**src/rtl/riscpipe_pkg.sv**
```systemverilog
// Shared definitions for the fetch stage: NOP encoding, opcode field layout,
// legal opcode range and the fetch FSM state encoding.
package riscpipe_pkg;

    localparam logic [31:0] NOP_INSTR  = 32'h6800_0000;
    localparam logic [4:0]  OPCODE_MAX = 5'b10100;
    localparam int          OPC_MSB    = 31;
    localparam int          OPC_LSB    = 27;
    localparam int          IMM_BIT    = 26;
    localparam logic [31:0] PC_STEP    = 32'd4;

    typedef enum logic [1:0] {
        FS_REQ  = 2'd0,
        FS_HOLD = 2'd1,
        FS_DROP = 2'd2
    } fetch_state_e;

    function automatic logic [4:0] opcode_of(input logic [31:0] instr);
        return instr[OPC_MSB:OPC_LSB];
    endfunction

    function automatic logic op_illegal(input logic [31:0] instr);
        return opcode_of(instr) > OPCODE_MAX;
    endfunction

    // Byte address forced to a word boundary; all 32 bits are consumed.
    function automatic logic [31:0] word_align(input logic [31:0] addr);
        return addr & ~32'h3;
    endfunction

endpackage

```
**src/rtl/if_of_reg.sv**
```systemverilog
// IF/OF pipeline register: flush > hold > load; a bubble is stored as NOP/pc 0.
// With FETCH_ILLEGAL_OP_EN defined, out-of-range opcodes are replaced by NOP and flagged.
module if_of_reg
    import riscpipe_pkg::*;
(
    input  logic        clk,
    input  logic        rst_n,
    input  logic        flush_i,
    input  logic        hold_i,
    input  logic        load_i,
    input  logic [31:0] pc_i,
    input  logic [31:0] instr_i,
    output logic        of_valid_o,
    output logic [31:0] of_pc_o,
    output logic [31:0] of_instr_o,
    output logic        of_illegal_o
);

    logic        valid_q, valid_d;
    logic [31:0] pc_q, pc_d;
    logic [31:0] instr_q, instr_d;
    logic        ill_q, ill_d;

    always_comb begin
        valid_d = valid_q;
        pc_d    = pc_q;
        instr_d = instr_q;
        ill_d   = ill_q;
        if (flush_i || (!hold_i && !load_i)) begin
            valid_d = 1'b0;
            pc_d    = 32'h0;
            instr_d = NOP_INSTR;
            ill_d   = 1'b0;
        end else if (!hold_i) begin
            valid_d = 1'b1;
            pc_d    = pc_i;
`ifdef FETCH_ILLEGAL_OP_EN
            // Keep the slot valid so the illegal op can trap at its own pc.
            if (op_illegal(instr_i)) begin
                instr_d = NOP_INSTR;
                ill_d   = 1'b1;
            end else begin
                instr_d = instr_i;
                ill_d   = 1'b0;
            end
`else
            instr_d = instr_i;
            ill_d   = 1'b0;
`endif
        end
    end

    always_ff @(posedge clk) begin
        if (!rst_n) begin
            valid_q <= 1'b0;
            pc_q    <= 32'h0;
            instr_q <= NOP_INSTR;
            ill_q   <= 1'b0;
        end else begin
            valid_q <= valid_d;
            pc_q    <= pc_d;
            instr_q <= instr_d;
            ill_q   <= ill_d;
        end
    end

    assign of_valid_o   = valid_q;
    assign of_pc_o      = pc_q;
    assign of_instr_o   = instr_q;
    assign of_illegal_o = ill_q;

endmodule

```
**src/rtl/fetch_stage.sv**
```systemverilog
// Instruction fetch: request FSM (REQ/HOLD/DROP), one-entry stall buffer, IF/OF register.
// Optional illegal-opcode squashing via FETCH_ILLEGAL_OP_EN (handled in if_of_reg).
module fetch_stage
    import riscpipe_pkg::*;
#(
    parameter logic [31:0] RESET_PC = 32'h0000_0000
) (
    input  logic        clk,
    input  logic        rst_n,
    output logic        imem_req,
    output logic [31:0] imem_addr,
    input  logic        imem_ack,
    input  logic [31:0] imem_rdata,
    input  logic        branch_taken,
    input  logic [31:0] branch_pc,
    input  logic        stall,
    output logic        of_valid,
    output logic [31:0] of_pc,
    output logic [31:0] of_instr,
    output logic [4:0]  of_opcode,
    output logic        of_imm,
    output logic        of_illegal
);

    fetch_state_e state_q;
    logic [31:0]  pc_q;
    logic [31:0]  redir_q;
    logic [31:0]  hb_pc_q;
    logic [31:0]  hb_instr_q;
    logic [31:0]  br_tgt;

    logic         ifof_load;
    logic [31:0]  ifof_pc;
    logic [31:0]  ifof_instr;

    assign br_tgt    = word_align(branch_pc);
    // pc_q stays on the old address through DROP so the in-flight request remains stable.
    assign imem_req  = rst_n && (state_q != FS_HOLD);
    assign imem_addr = pc_q;

    always_comb begin
        ifof_load  = 1'b0;
        ifof_pc    = pc_q;
        ifof_instr = imem_rdata;
        case (state_q)
            FS_REQ:  ifof_load = imem_ack;
            FS_HOLD: begin
                ifof_load  = 1'b1;
                ifof_pc    = hb_pc_q;
                ifof_instr = hb_instr_q;
            end
            default: ifof_load = 1'b0;
        endcase
    end

    always_ff @(posedge clk) begin
        if (!rst_n) begin
            state_q    <= FS_REQ;
            pc_q       <= RESET_PC;
            redir_q    <= 32'h0;
            hb_pc_q    <= 32'h0;
            hb_instr_q <= 32'h0;
        end else begin
            case (state_q)
                FS_REQ: begin
                    if (branch_taken) begin
                        if (imem_ack) begin
                            pc_q <= br_tgt;
                        end else begin
                            redir_q <= br_tgt;
                            state_q <= FS_DROP;
                        end
                    end else if (imem_ack) begin
                        pc_q <= pc_q + PC_STEP;
                        if (stall) begin
                            hb_pc_q    <= pc_q;
                            hb_instr_q <= imem_rdata;
                            state_q    <= FS_HOLD;
                        end
                    end
                end
                FS_HOLD: begin
                    if (branch_taken) begin
                        pc_q    <= br_tgt;
                        state_q <= FS_REQ;
                    end else if (!stall) begin
                        state_q <= FS_REQ;
                    end
                end
                FS_DROP: begin
                    if (imem_ack) begin
                        pc_q    <= branch_taken ? br_tgt : redir_q;
                        state_q <= FS_REQ;
                    end else if (branch_taken) begin
                        redir_q <= br_tgt;
                    end
                end
                default: state_q <= FS_REQ;
            endcase
        end
    end

    if_of_reg u_if_of_reg (
        .clk          (clk),
        .rst_n        (rst_n),
        .flush_i      (branch_taken),
        .hold_i       (stall),
        .load_i       (ifof_load),
        .pc_i         (ifof_pc),
        .instr_i      (ifof_instr),
        .of_valid_o   (of_valid),
        .of_pc_o      (of_pc),
        .of_instr_o   (of_instr),
        .of_illegal_o (of_illegal)
    );

    assign of_opcode = of_instr[OPC_MSB:OPC_LSB];
    assign of_imm    = of_instr[IMM_BIT];

endmodule

```
**config.mk**
```make
export PLATFORM = sky130hd
export DESIGN_NAME = fetch_stage
export DESIGN_NICKNAME = d
export VERILOG_FILES = /design/src/rtl/riscpipe_pkg.sv /design/src/rtl/if_of_reg.sv /design/src/rtl/fetch_stage.sv
export SDC_FILE = /design/constraint.sdc
export NUM_CORES = 1
export LEC_CHECK = 0
export ABC_AREA = 1
export CAP_MARGIN = 15
export CORE_AREA = 2 2 141 143
export DETAILED_ROUTE_END_ITERATION = 8
export DIE_AREA = 0 0 143 145
export PLACE_DENSITY = 0.76
export SLEW_MARGIN = 20
export SYNTH_ARGS = -nofsm -noshare
export SYNTH_HDL_FRONTEND = slang
export SYNTH_SLANG_ARGS = --single-unit
```
**constraint.sdc**
```tcl
create_clock -name clk -period 3.7 [get_ports clk]
set_input_delay 0.37 -clock clk [delete_from_list [all_inputs] [get_ports clk]]
set_output_delay 0.37 -clock clk [all_outputs]
set_load 0.005 [all_outputs]
```
# --- Word level (Yosys, flattened, before mapping) ---
# Index checks and enable logic that the tools add are counted.
# Widths: inputs -> output; s select.
classes:
  n_addsub: 1
  eq_ne: 13
  mux: 22
  bitwise: 2
  n_reduce_logical: 13
op_table:
  columns: ["cell", "count"]
  rows:
  - ["$mux 32", 11]
  - ["$pmux 32 s3", 1]
  - ["$pmux 32 s2", 1]
  - ["$add 32x3->32 const B", 1]
  - ["$mux 2", 7]
  - ["$ne 2x2->1 const B", 6]
  - ["$ne 3x3->1 const B", 4]
  - ["$reduce_and 4->1", 3]
  - ["$pmux 2 s3", 1]
  - ["$reduce_and 5->1", 1]
  - ["$reduce_bool 3->1", 1]
  - ["$eq 2x1->1 const B", 1]
  - ["$eq 2x2->1 const B", 1]
  - ["$logic_and 1x1->1", 2]
  - ["$logic_not 1->1", 2]
  - ["$logic_not 2->1", 1]
  - ["$ne 2x1->1 const B", 1]
  - ["$not 1->1", 2]
  - ["$pmux 1 s2", 1]
  - ["$reduce_bool 2->1", 1]
  - ["$reduce_or 2->1", 1]
  - ["$logic_or 1x1->1", 1]
totals:
  register_bits: 195
  output_inout_bits: 105

# --- Logic depth before layout (Yosys ltp) ---
depth:
  word_depth: 6
  mapped_depth: 12

# --- By module ---
# From an unflattened synthesis, not the netlist that was laid out.
unflattened:
  hier_cells: 1682
  hier_area_um2: 10322.4
by_module_without_submodules:
  columns: ["module", "instances", "cells_per_inst", "area_per_inst_um2"]
  rows:
  - ["fetch_stage", 1, 1205, 7429.6]
  - ["if_of_reg", 1, 477, 2892.8]

# --- Worst setup path after synthesis ---
# Ideal clock, no wire load.
synth_path:
  path_kind: "flip-flop to flip-flop"
  start: "register state_q[1]"
  end: "register u_if_of_reg.instr_q[21], in the netlist u_if_of_reg.of_instr_o[21]"
  arrival_ns: 1.565
  setup_slack_ns: 1.999
  stages_incl_launch_ff: 12
  synth_period_minus_slack_ns: 1.701
  path_cell_list: "dfxtp_1 inv_1 ha_1 buf_4 inv_2 buf_2 nand3_1 nand3_1 clkinv_1 buf_2 o21ai_0 a31oi_1"
synth_between:
  elab_chain_cells: 6
  elab_cells_between_ends: 8
synth_lines:
  columns: ["item", "line", "text"]
  rows:
  - ["start, declared", "fetch_stage.sv:25", "fetch_state_e state_q;"]
  - ["start signal, assigned", "fetch_stage.sv:58", "state_q <= FS_REQ;"]
  - ["start signal, assigned", "fetch_stage.sv:71", "state_q <= FS_DROP;"]
  - ["start signal, assigned", "fetch_stage.sv:78", "state_q <= FS_HOLD;"]
  - ["$eq 2x1->1 / $logic_not 2->1 (equally long branches)", "fetch_stage.sv:45", "case (state_q)"]
  - ["$pmux 1 s2", "fetch_stage.sv:45", null]
  - ["$logic_not 1->1", "if_of_reg.sv:29", "if (flush_i || (!hold_i && !load_i)) begin"]
  - ["$logic_and 1x1->1", "if_of_reg.sv:29", null]
  - ["$logic_or 1x1->1", "if_of_reg.sv:29", null]
  - ["$reduce_or 2->1 (no line)", null, null]
  - ["end signal, assigned", "if_of_reg.sv:62", "instr_q <= instr_d;"]
  - ["end, declared", "if_of_reg.sv:21", "logic [31:0] instr_q, instr_d;"]
# Parallel ways exist; a longest one is shown, timed or not.
# A chain may end at the register's enable or synchronous reset.

# --- Worst setup path after layout ---
layout_path:
  start: "register state_q[1]"
  end: "register pc_q[7], in the netlist imem_addr[7]"
layout_between:
  elab_chain_cells: 3
  elab_cells_between_ends: 9
layout_lines:
  columns: ["item", "line", "text"]
  rows:
  - ["$eq 2x1->1 (tied with other cells)", "fetch_stage.sv:64", "case (state_q)"]
  - ["$ne 2x2->1 (no line) / $reduce_bool 3->1 (equally long branches)", null, null]
  - ["$reduce_and 4->1 (no line)", null, null]
  - ["end signal, assigned", "fetch_stage.sv:68", "pc_q <= br_tgt;"]
  - ["end signal, assigned", "fetch_stage.sv:74", "pc_q <= pc_q + PC_STEP;"]
  - ["end signal, assigned", "fetch_stage.sv:84", "pc_q <= br_tgt;"]
  - ["end, declared", "fetch_stage.sv:26", "logic [31:0] pc_q;"]
# Parallel ways exist; a longest one is shown, timed or not.

==> results.sh <==
export IMPL_vias=9645
export IMPL_port_buffers=170
export IMPL_synth_top_area_share=0.4131
export IMPL_finalSetupViolations=0
export IMPL_grt_max_degree=124
export IMPL_ys_ff_latch=195
export IMPL_synth_mux_area_fraction=0
export IMPL_finalNonFillerCells=1772
export IMPL_worst_pin_slew_ns=1.078
export IMPL_cp_end_kind="flip-flop"
export IMPL_synth_simple_gate_area_frac=0.2493
export IMPL_antenna_left=0
export IMPL_busiest_layer="met2"
export IMPL_start_util=0.4920
export IMPL_max_cap_violations=0
export IMPL_place_hpwl_mm=17.20
export IMPL_finalNetCount=1568
export IMPL_drive_above_1_share=0.06038
export IMPL_clkTransAtPathRegs_ns=0.07
export IMPL_outcome="complete, no violations"
export IMPL_crit_required_ns=4.05
export IMPL_ys_flop_type="dfxtp_1"
export IMPL_seq_area_frac_synth=0.4131
export IMPL_drc=0
export IMPL_vdd_drop_max_mv=0.3391
export IMPL_num_antenna_cells=0
export IMPL_dieArea_mm2=0.02074
export IMPL_arrival_ns=3.17
export IMPL_wl_per_cell_um=15.47
export IMPL_clock_skew_ns=0.01122
export IMPL_synth_common_cells="nand2_1, a21oi_1, dfxtp_1, o21ai_0, nor2_1"
export IMPL_area_growth_pct=23.87
export IMPL_syn_inst=1394
export IMPL_fp_dieW_um=143
export IMPL_p_leak_nw=4.391
export IMPL_met3_usage=0.03366
export IMPL_min_period_over_period=0.7618
export IMPL_power_density_mw_per_mm2=578.9
export IMPL_place_congestion=0.8996
export IMPL_final_util=0.6095
export IMPL_drtPass1Iterations=5
export IMPL_cts_tree="yes"
export IMPL_route_final_wire_length_mm=27.41
export IMPL_cts_made_buffers=17
export IMPL_fin_hold_ws_ns=0.2687
export IMPL_via_per_inst=5.443
export IMPL_async_flop_share=0
export IMPL_placed_cells=1739
export IMPL_cts_root_buf="clkbuf_16"
export IMPL_row_count=51
export IMPL_synthesis_nets=1468
export IMPL_slew_headroom=0.2802
export IMPL_htree_levels=4
export IMPL_yosysMostFrequentCell="nand2_1"
export IMPL_io_pins=174
export IMPL_cts_sinks=195
export IMPL_synthTopCellsByArea="dfxtp_1, nand2_1, a21oi_1"
export IMPL_grt_total_usage=0.2602
export IMPL_clockBufferDepth=2
export IMPL_synth_cell_types=33
export IMPL_synth_top_family_by_area="compound AO/OA/AOI/OAI gates"
export IMPL_yosys_area_share_adder=0.006620
export IMPL_fin_setup_tns_ns=0
export IMPL_met1_usage=0.3729
export IMPL_fin_crit_ns=2.819
export IMPL_fmax_mhz=354.8
export IMPL_preCtsSetupSlack_ns=0.9571
export IMPL_grt_pass1_wl_mm=44.15
export IMPL_syn_area_mm2=0.009450
export IMPL_yosys_warnings=0
export IMPL_worstSetupPathType="flip-flop to flip-flop"
export IMPL_grt_overflow=0
export IMPL_cts_resized=0
export IMPL_fp_dieH_um=145
export IMPL_synth_edff_count=0
export IMPL_slew_viol_final=0
export IMPL_hold_viol=0
export IMPL_core_area_mm2=0.01921
export IMPL_cp_start_kind="flip-flop"
export IMPL_hp_class="input port to flip-flop"
export IMPL_avgSynthCellArea_um2=6.779
export IMPL_timing_final_ws_setup_ns=0.8812
export IMPL_grt_pass1_vias=8700
export IMPL_post_cts_buffers=0
export IMPL_holdBufCountCts=0
export IMPL_grt_util_met2=0.4048
export IMPL_synth_compound_area_share=0.2551
export IMPL_cp_max_fo=64
export IMPL_drtIter0Drc=822
export IMPL_synthXorXnorAreaFrac=0.002780
export IMPL_rsz0062_at_grt="false"
export IMPL_synth_area_leader_cell="dfxtp_1"
export IMPL_clkLatencyLatePin_ns=0.44
export IMPL_grt_antenna_before_repair=0
==> where the power goes <==
| part | leakage (nW) | switching [mW] | internal (mW) |
|---|---|---|---|
| logic | 2.53 | 1.32 | 0.897 |
| registers | 1.59 | 0.376 | 2.40 |
| clock network | 0.264 | 0.880 | 0.898 |
| total | 4.39 | 2.58 | 4.20 |
==> kinds of logic after synthesis <==
family | Yosys count
flip-flops | 195
buffers and inverters | 155
adder cells (fa/ha/maj) | 5
AND/OR/NAND/NOR | 583
XOR/XNOR | 3
AO/OA/AOI/OAI | 452
other | 1
==> layer usage <==
layer,up-vias,part of all wire
met4,0,0.021
met3,45,0.072
met1,4338,0.45
met5,-,0
li1,4852,-
met2,410,0.46
==> area by class of cell <==
type,count,area [um2]
fill,1796,7501
clock inverter,14,118.9
timing repair buffer,188,1859
sequential,195,3904
inverter,48,181.4
multi-input combinational,1044,4872
clock buffer,18,439.2
tap,265,331.6
==> cells in the final DEF (no fill, tap or decap), drive strengths merged <==
cell type,netlist,layout
a211oi,2,2
a21oi,208,208
a31oi,61,61
and2,2,2
buf,43,20
clkbuf,64,18
clkdlybuf4s50,0,168
clkinv,3,8
clkinvlp,0,4
conb,1,1
dfxtp,195,195
ha,5,5
inv,45,50
nand2,401,401
nand3,45,45
nand3b,2,2
nor2,131,131
nor3,2,2
o211ai,2,2
o21ai,174,174
o21bai,4,4
o221ai,1,1
xor2,3,3
==> worst paths after layout <==
check | start | slack (ns) | cells after the start | end
setup reg to reg | state_q[1] | 0.88 | 10 | imem_addr[7]
hold reg to reg | hb_instr_q[27] | 0.46 | 2 | hb_instr_q[27]
hold / removal | rst_n | 0.27 | 3 | u_if_of_reg.of_valid_o
setup / recovery | state_q[1] | 0.88 | 10 | imem_addr[7]
==> stage by stage <==
| stage | area (um2) | power (mW) |
|---|---|---|
| after global routing | 11710 | 7.167 |
| after floorplan | 9450 | 4.149 |
| after CTS | 11680 | 6.775 |
| final | 11710 | 6.777 |
| after global placement | 11120 | 4.958 |
| after detailed placement | 11120 | 5.004 |
==> sequential cells by signal (all words and copies together), names as in the netlist <==
name,cells
state_q,2
u_if_of_reg.of_valid_o,1
u_if_of_reg.of_instr_o,32
imem_addr,32
redir_q,32
u_if_of_reg.of_pc_o,32
hb_pc_q,32
hb_instr_q,32
==> critical path: stages, from the launching register on <==
cell and delay (ns):
dfxtp_1 0.35, inv_1 0.13, ha_4 0.19, inv_2 0.04, buf_4 0.59, nor2_2 0.10
nor3_4 0.34, inv_2 0.48, a21oi_1 0.28, nand2_1 0.08, a21oi_1 0.15
Note: power is estimated with default switching activity, not from simulation.
==> RTL change (same flow settings) <==
Build with the macro `FETCH_ILLEGAL_OP_EN` defined.
--- a/src/rtl/if_of_reg.sv
+++ b/src/rtl/if_of_reg.sv
@@ -1,5 +1,7 @@
 // IF/OF pipeline register: flush > hold > load; a bubble is stored as NOP/pc 0.
 // With FETCH_ILLEGAL_OP_EN defined, out-of-range opcodes are replaced by NOP and flagged.
+`define FETCH_ILLEGAL_OP_EN
+
 module if_of_reg
     import riscpipe_pkg::*;
 (
Function: changed (Yosys sat finds a counterexample within 4 cycles, from zero or initial values and one cycle with rst_n low).
==> RTL change against the original RTL <==
Setup slack improved by 0.13 ns; combinational power increased by 2%; critical path type is now reg -> out; maximum frequency increased by 4.9%; count of clock-buffer cells in the layout decreased by 1; largest cell class unchanged; power increased by 1.7%; clock power increased by 2%; sequential cell count increased by 1; area after synthesis increased by 1.7%; routed wire length increased by 2.2%; design area increased by 1.6%.
==> RTL change: results <==
export IMPL_route_met2_wl_um=12580
export IMPL_max_stage_delay_ns=0.46
export IMPL_wl_per_cell_um=15.63
export IMPL_grt_use_met2=0.4153
export IMPL_wl_met1_um=12690
export IMPL_yosysSeqAreaShare=0.4082
export IMPL_crit_end="imem_req"
export IMPL_combPwrFrac=0.329
export IMPL_peakVddDrop_mv=0.3804
export IMPL_dp_hpwl_um=18490
export IMPL_routed_wl_met3_um=2240
export IMPL_drtIter0Drc=893
export IMPL_grt_use_met3=0.04422
export IMPL_grt_first_pass_wirelength_um=45390
export IMPL_grt_use_met1=0.3826
export IMPL_synth_fa_ha_area_frac=0.006508
export IMPL_vias_per_cell=5.568
export IMPL_place_gp_congestion=0.8618
export IMPL_ys_top_cells_by_area="dfxtp_1 41%, nand2_1 14%, a21oi_1 13%, o21ai_0 10%, nor2_1 3.0%"
export IMPL_drive_gt1_frac=0.06217
export IMPL_syn_nets=1486
export IMPL_grt_pass1_vias=8932
export IMPL_outcome="completed"
export IMPL_clkPwrFrac=0.264
export IMPL_crit_slowest_cell="clkdlybuf4s50_1"
export IMPL_crit_fanout=35
export IMPL_hold_path_end="hb_instr_q[6]"
export IMPL_finalClockSkew_ns=0.01505
export IMPL_cell_internal_pwr_mw=4.233
export IMPL_grt_max_degree=97
export IMPL_numPortBuffers=171
export IMPL_nets=1589
export IMPL_fillers=1732
export IMPL_worst_r2r_setup_slack_ns=1.01
RTL change: changes by cell type in the layout (fill, tap and decap cells not counted), sizes merged, moves of 9 or more:
cell / delta
o21ai: +24
a21oi: +41
nand2: -35
nand3: -9
inv: +26
nor3: +27
nor2: -34
a31oi: -30
RTL change: final cells by class:
type	instances	share of cell area
clock buffers	17	0.03577
flip-flops and latches	196	0.3300
multi-input cells	1039	0.4147
well taps	265	0.02788
clock inverters	15	0.01284
repair buffers	193	0.1570
inverters	68	0.02189
RTL change: stage by stage:
stage               hold WS (ns)  worst slack, ns  area (µm²)  utilization  instances
finish                    0.2710            1.012       11890       0.6191       1793
global route              0.2856           0.7024       11890       0.6191       1793
CTS                       0.2577            1.003       11890       0.6191       1793
detailed placement        0.4473            1.022       11310       0.5890       1761
global placement          0.4415            1.038       11310       0.5890       1761
floorplan                 0.4293            1.977        9613            -       1412
